File: src/rtl/stack_ctrl_if.sv
// Request/response and memory bus between the control unit, stack_ctrl and data RAM.
// The master side is the requester together with the RAM.
interface stack_ctrl_if #(
    parameter int ADDR_WIDTH = 9,
    parameter int DATA_WIDTH = 8
);
    logic                  push;
    logic                  pop;
    logic                  sp_load;
    logic [DATA_WIDTH-1:0] push_data;
    logic [ADDR_WIDTH-1:0] sp_in;
    logic                  busy;
    logic                  done;
    logic [DATA_WIDTH-1:0] pop_data;
    logic                  overflow;
    logic                  underflow;
    logic                  empty;
    logic                  full;
    logic [ADDR_WIDTH-1:0] sp;
    logic [ADDR_WIDTH-1:0] mem_addr;
    logic [DATA_WIDTH-1:0] mem_wdata;
    logic                  mem_we;
    logic                  mem_re;
    logic [DATA_WIDTH-1:0] mem_rdata;

    modport master (
        output push, pop, sp_load, push_data, sp_in, mem_rdata,
        input  busy, done, pop_data, overflow, underflow,
        input  empty, full, sp, mem_addr, mem_wdata, mem_we, mem_re
    );

    modport slave (
        input  push, pop, sp_load, push_data, sp_in, mem_rdata,
        output busy, done, pop_data, overflow, underflow,
        output empty, full, sp, mem_addr, mem_wdata, mem_we, mem_re
    );
endinterface

File: src/rtl/stack_ctrl.sv
// Stack pointer owner for the 8-bit CPU: sequences push/pop/sp_load onto a
// synchronous single-port RAM and flags overflow/underflow.
module stack_ctrl #(
    parameter int                    ADDR_WIDTH  = 9,
    parameter int                    DATA_WIDTH  = 8,
    parameter logic [ADDR_WIDTH-1:0] STACK_TOP   = 9'h1FF,
    parameter logic [ADDR_WIDTH-1:0] STACK_LIMIT = 9'h1F0
) (
    input  logic         clk,
    input  logic         reset,
    stack_ctrl_if.slave  bus
);
    typedef enum logic [1:0] {IDLE, PUSH_WR, POP_RD, POP_WAIT} state_e;

    localparam logic [ADDR_WIDTH-1:0] FULL_SP = STACK_LIMIT - 1'b1;

    state_e                state_q, state_d;
    logic [ADDR_WIDTH-1:0] sp_q, sp_d;
    logic [DATA_WIDTH-1:0] wdata_q, wdata_d;
    logic [DATA_WIDTH-1:0] pop_data_q, pop_data_d;
    logic                  done_q, done_d;
    logic                  ovf_q, ovf_d;
    logic                  udf_q, udf_d;
    logic                  is_empty, is_full;

    assign is_empty = (sp_q == STACK_TOP);
    assign is_full  = (sp_q == FULL_SP);

    always_ff @(posedge clk or posedge reset) begin
        if (reset) begin
            state_q    <= IDLE;
            sp_q       <= STACK_TOP;
            wdata_q    <= '0;
            pop_data_q <= '0;
            done_q     <= 1'b0;
            ovf_q      <= 1'b0;
            udf_q      <= 1'b0;
        end else begin
            state_q    <= state_d;
            sp_q       <= sp_d;
            wdata_q    <= wdata_d;
            pop_data_q <= pop_data_d;
            done_q     <= done_d;
            ovf_q      <= ovf_d;
            udf_q      <= udf_d;
        end
    end

    // Next state; rejected pushes/pops never leave IDLE.
    always_comb begin
        state_d = state_q;
        unique case (state_q)
            IDLE: begin
                if (bus.sp_load)
                    state_d = IDLE;
                else if (bus.push && !is_full)
                    state_d = PUSH_WR;
                else if (!bus.push && bus.pop && !is_empty)
                    state_d = POP_RD;
            end
            PUSH_WR:  state_d = IDLE;
            POP_RD:   state_d = POP_WAIT;
            POP_WAIT: state_d = IDLE;
            default:  state_d = IDLE;
        endcase
    end

    always_comb begin
        sp_d       = sp_q;
        wdata_d    = wdata_q;
        pop_data_d = pop_data_q;
        done_d     = 1'b0;
        ovf_d      = 1'b0;
        udf_d      = 1'b0;
        unique case (state_q)
            IDLE: begin
                if (bus.sp_load) begin
                    sp_d   = bus.sp_in;
                    done_d = 1'b1;
                end else if (bus.push) begin
                    if (is_full) begin
                        ovf_d  = 1'b1;
                        done_d = 1'b1;
                    end else begin
                        wdata_d = bus.push_data;
                    end
                end else if (bus.pop && is_empty) begin
                    udf_d  = 1'b1;
                    done_d = 1'b1;
                end
            end
            PUSH_WR: begin
                sp_d   = sp_q - 1'b1;
                done_d = 1'b1;
            end
            POP_RD: sp_d = sp_q + 1'b1;
            POP_WAIT: begin
                pop_data_d = bus.mem_rdata;
                done_d     = 1'b1;
            end
            default: ;
        endcase
    end

    // Memory strobes decode straight from the registered state so reset kills them at once.
    always_comb begin
        bus.busy      = (state_q != IDLE);
        bus.mem_we    = (state_q == PUSH_WR);
        bus.mem_re    = (state_q == POP_RD);
        bus.mem_addr  = (state_q == POP_RD) ? sp_q + 1'b1 : sp_q;
        bus.mem_wdata = wdata_q;
    end

    assign bus.done      = done_q;
    assign bus.overflow  = ovf_q;
    assign bus.underflow = udf_q;
    assign bus.pop_data  = pop_data_q;
    assign bus.sp        = sp_q;
    assign bus.empty     = is_empty;
    assign bus.full      = is_full;
endmodule

File: src/flat_wrapper.sv
// flat-port wrapper written by rule: the top's interface ports become plain ports
module stack_ctrl_flat 
#(
    parameter int                    ADDR_WIDTH  = 9,
    parameter int                    DATA_WIDTH  = 8,
    parameter logic [ADDR_WIDTH-1:0] STACK_TOP   = 9'h1FF,
    parameter logic [ADDR_WIDTH-1:0] STACK_LIMIT = 9'h1F0
)
  (clk, reset, bus_push, bus_pop, bus_sp_load, bus_push_data, bus_sp_in, bus_mem_rdata, bus_busy, bus_done, bus_pop_data, bus_overflow, bus_underflow, bus_empty, bus_full, bus_sp, bus_mem_addr, bus_mem_wdata, bus_mem_we, bus_mem_re);
  stack_ctrl_if #(.ADDR_WIDTH(ADDR_WIDTH), .DATA_WIDTH(DATA_WIDTH)) bus_i ();
  input  logic clk;
  input  logic reset;
  input wire logic [$bits(bus_i.push)-1:0] bus_push;
  input wire logic [$bits(bus_i.pop)-1:0] bus_pop;
  input wire logic [$bits(bus_i.sp_load)-1:0] bus_sp_load;
  input wire logic [$bits(bus_i.push_data)-1:0] bus_push_data;
  input wire logic [$bits(bus_i.sp_in)-1:0] bus_sp_in;
  input wire logic [$bits(bus_i.mem_rdata)-1:0] bus_mem_rdata;
  output wire logic [$bits(bus_i.busy)-1:0] bus_busy;
  output wire logic [$bits(bus_i.done)-1:0] bus_done;
  output wire logic [$bits(bus_i.pop_data)-1:0] bus_pop_data;
  output wire logic [$bits(bus_i.overflow)-1:0] bus_overflow;
  output wire logic [$bits(bus_i.underflow)-1:0] bus_underflow;
  output wire logic [$bits(bus_i.empty)-1:0] bus_empty;
  output wire logic [$bits(bus_i.full)-1:0] bus_full;
  output wire logic [$bits(bus_i.sp)-1:0] bus_sp;
  output wire logic [$bits(bus_i.mem_addr)-1:0] bus_mem_addr;
  output wire logic [$bits(bus_i.mem_wdata)-1:0] bus_mem_wdata;
  output wire logic [$bits(bus_i.mem_we)-1:0] bus_mem_we;
  output wire logic [$bits(bus_i.mem_re)-1:0] bus_mem_re;
  assign bus_i.push = bus_push;
  assign bus_i.pop = bus_pop;
  assign bus_i.sp_load = bus_sp_load;
  assign bus_i.push_data = bus_push_data;
  assign bus_i.sp_in = bus_sp_in;
  assign bus_i.mem_rdata = bus_mem_rdata;
  assign bus_busy = bus_i.busy;
  assign bus_done = bus_i.done;
  assign bus_pop_data = bus_i.pop_data;
  assign bus_overflow = bus_i.overflow;
  assign bus_underflow = bus_i.underflow;
  assign bus_empty = bus_i.empty;
  assign bus_full = bus_i.full;
  assign bus_sp = bus_i.sp;
  assign bus_mem_addr = bus_i.mem_addr;
  assign bus_mem_wdata = bus_i.mem_wdata;
  assign bus_mem_we = bus_i.mem_we;
  assign bus_mem_re = bus_i.mem_re;
  stack_ctrl #(.ADDR_WIDTH(ADDR_WIDTH), .DATA_WIDTH(DATA_WIDTH), .STACK_TOP(STACK_TOP), .STACK_LIMIT(STACK_LIMIT)) u_core (.clk(clk), .reset(reset), .bus(bus_i));
endmodule
File: config.mk
export PLATFORM = sky130hd
export DESIGN_NAME = stack_ctrl_flat
export DESIGN_NICKNAME = d
export VERILOG_FILES = /design/src/rtl/stack_ctrl_if.sv /design/src/rtl/stack_ctrl.sv /design/src/flat_wrapper.sv
export SDC_FILE = /design/constraint.sdc
export NUM_CORES = 1
export LEC_CHECK = 0
export ABC_CLOCK_PERIOD_IN_PS = 2600
export CAP_MARGIN = 20
export CORE_AREA = 2 2 69 71
export CTS_CLUSTER_DIAMETER = 100
export DETAILED_ROUTE_END_ITERATION = 10
export DIE_AREA = 0 0 71 73
export GPL_TIMING_DRIVEN = 0
export PLACE_DENSITY = 0.87
export SLEW_MARGIN = 20
export SYNTH_ARGS = -nofsm -noshare
export SYNTH_HDL_FRONTEND = slang
export SYNTH_SLANG_ARGS = --single-unit
File: constraint.sdc
create_clock -name clk -period 2.6 [get_ports clk]
set_input_delay 0.65 -clock clk [delete_from_list [all_inputs] [get_ports clk]]
set_output_delay 0.65 -clock clk [all_outputs]
set_load 0.02 [all_outputs]
==> results of run 1 <==
[timing repair]
action | 4_1_cts | 5_1_grt
endpoints found under the setup margin | 11 | 9
hold buffers | 0 | 0
buffers inserted | 2 | 4
pin swaps | 0 | 4
gates resized for setup | 40 | 22
[cell type report]
class / count / area [µm²]
plain buffers: 14 / 96.3
clock buffers: 6 / 82.6
clock inverters: 1 / 30.0
fillers: 335 / 1660
inverters: 12 / 45.0
multi-input cells: 140 / 1070
flip-flops and latches: 30 / 762
well taps: 54 / 67.6
repair buffers: 77 / 721
[synth_stat cells (2+ instances only)]
| master | n |
|---|---|
| clkbuf_1 | 6 |
| ha_1 | 9 |
| a21oi_1 | 8 |
| nand3_1 | 3 |
| and3_1 | 4 |
| xor2_1 | 5 |
| nand2_1 | 23 |
| dfstp_2 | 9 |
| buf_2 | 4 |
| o21ai_0 | 15 |
| xnor2_1 | 7 |
| a221oi_1 | 5 |
| buf_4 | 2 |
| mux2_4 | 8 |
| nor3_1 | 8 |
| o2bb2ai_1 | 3 |
| nand2b_1 | 5 |
| buf_6 | 2 |
| nor2_1 | 10 |
| o211ai_1 | 4 |
| inv_1 | 12 |
| mux2_2 | 8 |
| dfrtp_1 | 21 |
[critical path, stage by stage, from the launching register on]
cell     delay (ns)
dfstp_2        0.58
ha_4           0.16
and3_4         0.21
and3_4         0.21
and3_4         0.19
ha_4           0.20
nand2_4        0.07
o21ai_4        0.07
buf_6          0.13
[power groups by stage]
stage / registers (mW) / clock network (mW) / logic (mW)
after global placement: 0.893 / 0 / 2.29
after global routing: 0.915 / 0.512 / 2.65
after floorplan: 1.14 / 0 / 1.19
after detailed placement: 0.908 / 0 / 2.34
after CTS: 0.888 / 0.491 / 2.38
final: 0.892 / 0.485 / 2.47
[flip-flops by register name, indices dropped and copies added, names as in the netlist]
name / count
u_core.bus.done: 1
u_core.bus.underflow: 1
u_core.bus.overflow: 1
u_core.state_q: 2
u_core.bus.sp: 9
u_core.bus.mem_wdata: 8
u_core.bus.pop_data: 8
[how the worst max path moves through the flow]
stage	slack, ns	end	cells past startpoint
finish	-0.14	bus_mem_addr[8]	8
detailed placement	-0.52	bus_mem_addr[8]	8
global placement	-0.51	bus_mem_addr[8]	8
CTS	-0.22	bus_mem_addr[8]	8
global route	-0.18	bus_mem_addr[8]	8
floorplan	0.06	bus_mem_addr[8]	7
[routing by layer]
metal	up-vias	share of wire	GRT usage
li1	860	-	-
met1	869	0.37	0.260
met2	106	0.52	0.370
met3	16	0.084	0.0497
met4	0	0.019	0.0524
met5	-	0	0
[per-stage QoR]
step	setup slack [ns]	cells	power, mW	hold WS, ns
floorplan	0.0574	196	2.33	0.549
global placement	-0.506	321	3.19	0.490
detailed placement	-0.524	321	3.25	0.495
CTS	-0.216	330	3.76	0.509
global route	-0.182	334	4.08	0.523
finish	-0.140	334	3.85	0.507
[kinds of logic after synthesis]
| logic type | Yosys count | share of synthesized area |
|---|---|---|
| adder cells (fa/ha/maj) | 9 | 0.0594 |
| AND/OR/NAND/NOR | 60 | 0.155 |
| flip-flops | 30 | 0.402 |
| XOR/XNOR | 12 | 0.0555 |
| buffers and inverters | 26 | 0.0660 |
| multiplexers | 17 | 0.116 |
| AO/OA/AOI/OAI | 42 | 0.145 |
==> results.ini, run 1 <==
[global_routing]
grt_pass1_vias=1761
overflow=0
grt_pass1_wl_um=8610
grt.total_usage=0.210
antenna_found_initial=0
grt_max_degree=31

[status]
violations=negative setup slack
status=complete, but fails checks

[sta]
worst_slew_pin_slew_ns=0.637
slew_headroom=0.575
worst_slack_ns=-0.140
setup_violations=1
max_freq_mhz=365
finalMaxSlewViolations=0
rsz0062_at_grt=yes
fin_skew_ns=0.00575
min_period_ns=2.74
fin_setup_tns_ns=-0.140
final_hold_viol_count=0
min_period_over_period=1.05

[power]
swShare=0.437
combinationalPowerShare=0.642
pwr-share-clk=0.126
power_switching_mw=1.68
ir_worst_vdd_mv=0.509
p_int_mw=2.17
p_per_area_nw_per_um2=1340
seqPwrFrac=0.232
cellLeakagePower_nw=1.22

[clocking]
cts.htree.levels=2
cts_tree=yes
clk_pin_slew_ns=0.06
numCtsBuffers=5
cts.sinks=30
cts.root.buffer_cell=clkbuf_8
clk_latency_ns=0.28
clock_path_buffers=2

[hold_path]
min_to=u_core.bus.pop_data[1]
min_path_type=reg -> reg
min_from=u_core.bus.pop_data[1]
worstHoldPathCells=1

[logic_synthesis]
syn_inst=196
syn_area_um2=1890
synthFlopType=dfrtp_1
synth_area_leader_cell=dfrtp_1
synth-seq-cells=30
ys_seq_area_frac=0.402
synthTopCellsByArea=dfrtp_1 (28%), dfstp_2 (12%), mux2_4 (6.3%), ha_1 (5.9%), mux2_2 (4.8%)
yosys_warnings=0
synth_cell_types=38
synth-edff-count=0
synth_area_per_cell_um2=9.66
ys_async_sr_fraction=1.00
syn-num-nets=235
synth_top_area_frac=0.277

[floorplan]
die_w_um=71
die_area_um2=5180
start_util=0.418
rows=25
io_pins=72
core-area_um2=4540
die_h_um=73

[worst_setup_path]
cp-start-kind=flip-flop
r2r-end=u_core.state_q[1]
arrival_ns=2.09
cp.required_ns=1.95
end_kind=primary output
ff2ff_path_depth=10
cp_max_fo=4
reg2reg_slack_ns=0.38
crit_start=u_core.bus.sp[1]
setup.worst_path.class=reg -> out
timing.rr.start=u_core.bus.sp[1]

[place]
portBuffers=71
dp_hpwl_um=3700
place.gp.congestion=0.931
place_area_um2=2670

[cells_and_area]
syn2layout_area_growth_pct=51.8
final_cell_area_um2=2880
nets=319
final_util=0.634
layout_common_cells=clkdlybuf4s50_1 (60), nand2_1 (21), dfrtp_1 (21), o21ai_0 (14), inv_1 (11)
drive_gt1_frac=0.246
diodes=0
final_common_cell=clkdlybuf4s50_1

[detailed_routing]
first_iter_violations=220
wl_per_cell_um=16.2
via_per_inst=5.54
postRouteAntennaNets=0
wirelength_um=5400
drc_errors=0
first_pass_iters=5
via_count=1851

[job]
drv_cap=0

(Power assumes the default switching activity.)
==> inputs of run 2 (changes only) <==
ABC_CLOCK_PERIOD_IN_PS = 2700   (was 2600)
clock period = 2.7 ns   (was 2.6 ns; I/O delays follow)
==> results.ini, run 2 (synthesis results as in run 1) <==
[place]
place.gp.congestion=0.935  ; +0.49%
dp_hpwl_um=3780  ; +2.3%
portBuffers=71  ; unchanged

[worst_setup_path]
crit_slowest_cell=dfstp_2
crit_chain=ha_4, and3_4, and3_4, and3_1, ha_1, nand2_2, o21ai_2, buf_4
crit_start=u_core.bus.sp[1]
cp_max_fo=3  ; -1
path_buf_inv=1  ; unchanged
end_kind=primary output
path_common_cell=and3_4
setup.worst_path.class=reg -> out
arrival_ns=2.09  ; about the same
timing.rr.start=u_core.bus.sp[1]
cp.required_ns=2.03  ; +0.08 ns
cp-start-kind=flip-flop
cp_slowest_stage_delay_ns=0.58  ; about the same
cp_top_family=simple AND/OR/NAND/NOR gates

[hold_path]
min_path_type=reg -> reg
min_from=u_core.bus.pop_data[0]

[clocking]
cts.htree.levels=2  ; unchanged
cts_tree=yes
numCtsBuffers=5  ; unchanged
cts_hold_buf=0  ; unchanged
cts.root.buffer_cell=clkbuf_8
clk_pin_slew_ns=0.07  ; about the same
clock_path_buffers=2  ; unchanged
cts.sinks=30  ; unchanged
clk_latency_ns=0.29  ; about the same

[sta]
max_freq_mhz=362
min_period_over_period=1.02
worst_slack_ns=-0.0638  ; +0.0764 ns
setup_violations=1  ; unchanged
final_hold_viol_count=0  ; unchanged
worst_slew_pin_slew_ns=0.639  ; +0.00245 ns
finalMaxSlewViolations=0  ; unchanged
min_period_ns=2.76
fin_skew_ns=0.00348  ; -0.00226 ns
hold_ws_ns=0.505  ; -0.00191 ns
fin_setup_tns_ns=-0.0638  ; +0.0764 ns
slew_headroom=0.573  ; -0.00164
rsz0062_at_grt=yes

[cells_and_area]
diodes=0  ; unchanged
largest_register_ff_count=9  ; unchanged
syn2layout_area_growth_pct=49.4
layout_common_cells=clkdlybuf4s50_1 (60), nand2_1 (22), dfrtp_1 (21), o21ai_0 (14), inv_1 (11)
nets=319  ; unchanged
drive_gt1_frac=0.228  ; -0.0187
final_common_cell=clkdlybuf4s50_1

[global_routing]
grt_max_degree=31  ; unchanged
grt_pass1_wl_um=8610  ; unchanged
antenna_found_initial=0  ; unchanged
overflow=0  ; unchanged
grt_pass1_vias=1862  ; +5.7%
grt.total_usage=0.211  ; +0.00165

[detailed_routing]
wirelength_um=5380  ; -0.41%
first_iter_violations=147  ; -33%
wl_per_cell_um=16.1  ; -0.70%
drc_errors=0  ; unchanged
via_per_inst=5.46  ; -1.5%
first_pass_iters=4  ; -1
postRouteAntennaNets=0  ; unchanged
via_count=1829  ; -1.2%

[floorplan]
die_area_um2=5180  ; unchanged
die_h_um=73  ; unchanged
io_pins=72  ; unchanged
start_util=0.418  ; unchanged
die_w_um=71  ; unchanged
core-area_um2=4540  ; unchanged
rows=25  ; unchanged

[power]
ir_worst_vdd_mv=0.532  ; +4.4%
cellLeakagePower_nw=1.22  ; -0.29%
p_per_area_nw_per_um2=1270  ; -5.1%

[status]
status=complete, but fails checks
violations=negative setup slack

[job]
drv_cap=0  ; unchanged

run 2: changes by cell type in the layout (fill, tap and decap cells not counted), sizes merged:
cell,delta
buf,-4
clkinv,+1
clkbuf,+1
dlymetal6s2s,+1
clkinvlp,+1
clkdlybuf4s15,+2
bufinv,-1
run 2: routing by layer:
metal	vias to the layer above	global-route usage	wire [µm]
met3	25	0.0497	378
met5	-	0	0
met1	851	0.244	2110
met4	0	0.0860	182
li1	857	-	-
met2	96	0.378	2700
run 2: where the power goes:
part | internal, mW | switching, mW | total, mW
Clock | 0.205 | 0.182 | 0.387
Combinational | 1.06 | 1.29 | 2.35
Sequential | 0.715 | 0.141 | 0.856
run 2: cell type report:
cell class / instances / area [µm²]
clock inverter: 2 / 12.5
multi-input combinational: 140 / 1040
fill: 362 / 1710
buffer: 14 / 90.1
timing repair buffer: 77 / 733
sequential: 30 / 762
clock buffer: 6 / 82.6
tap: 54 / 67.6
inverter: 12 / 45.0
run 2: path summary, 6_finish.rpt:
path                                          endpoint  slack (ns)  depth (start not counted)
worst max-delay path                   bus_mem_addr[8]       -0.06                          8
worst min-delay path            u_core.bus.pop_data[0]        0.50                          1
worst max register to register       u_core.state_q[1]        0.46                         10
worst min register to register  u_core.bus.pop_data[0]        0.50                          1
max in group asynchronous              u_core.bus.done        1.50                          2
min in group asynchronous       u_core.bus.pop_data[5]        0.79                          2
run 2: through the flow:
stage | area, µm² | power (mW) | cells | utilization | setup WS (ns)
after floorplan | 1890 | 2.24 | 196 | - | 0.0565
after global placement | 2670 | 3.07 | 321 | 0.589 | -0.466
after detailed placement | 2670 | 3.13 | 321 | 0.589 | -0.473
after CTS | 2790 | 3.53 | 331 | 0.616 | -0.119
after global routing | 2830 | 3.81 | 335 | 0.624 | -0.115
final | 2830 | 3.59 | 335 | 0.624 | -0.0638
run 2: timing repair:
action                     CTS  global route
setup endpoints to repair   10            10
pin swaps                    0             3
setup buffers                2             4
gates resized for setup     29            14
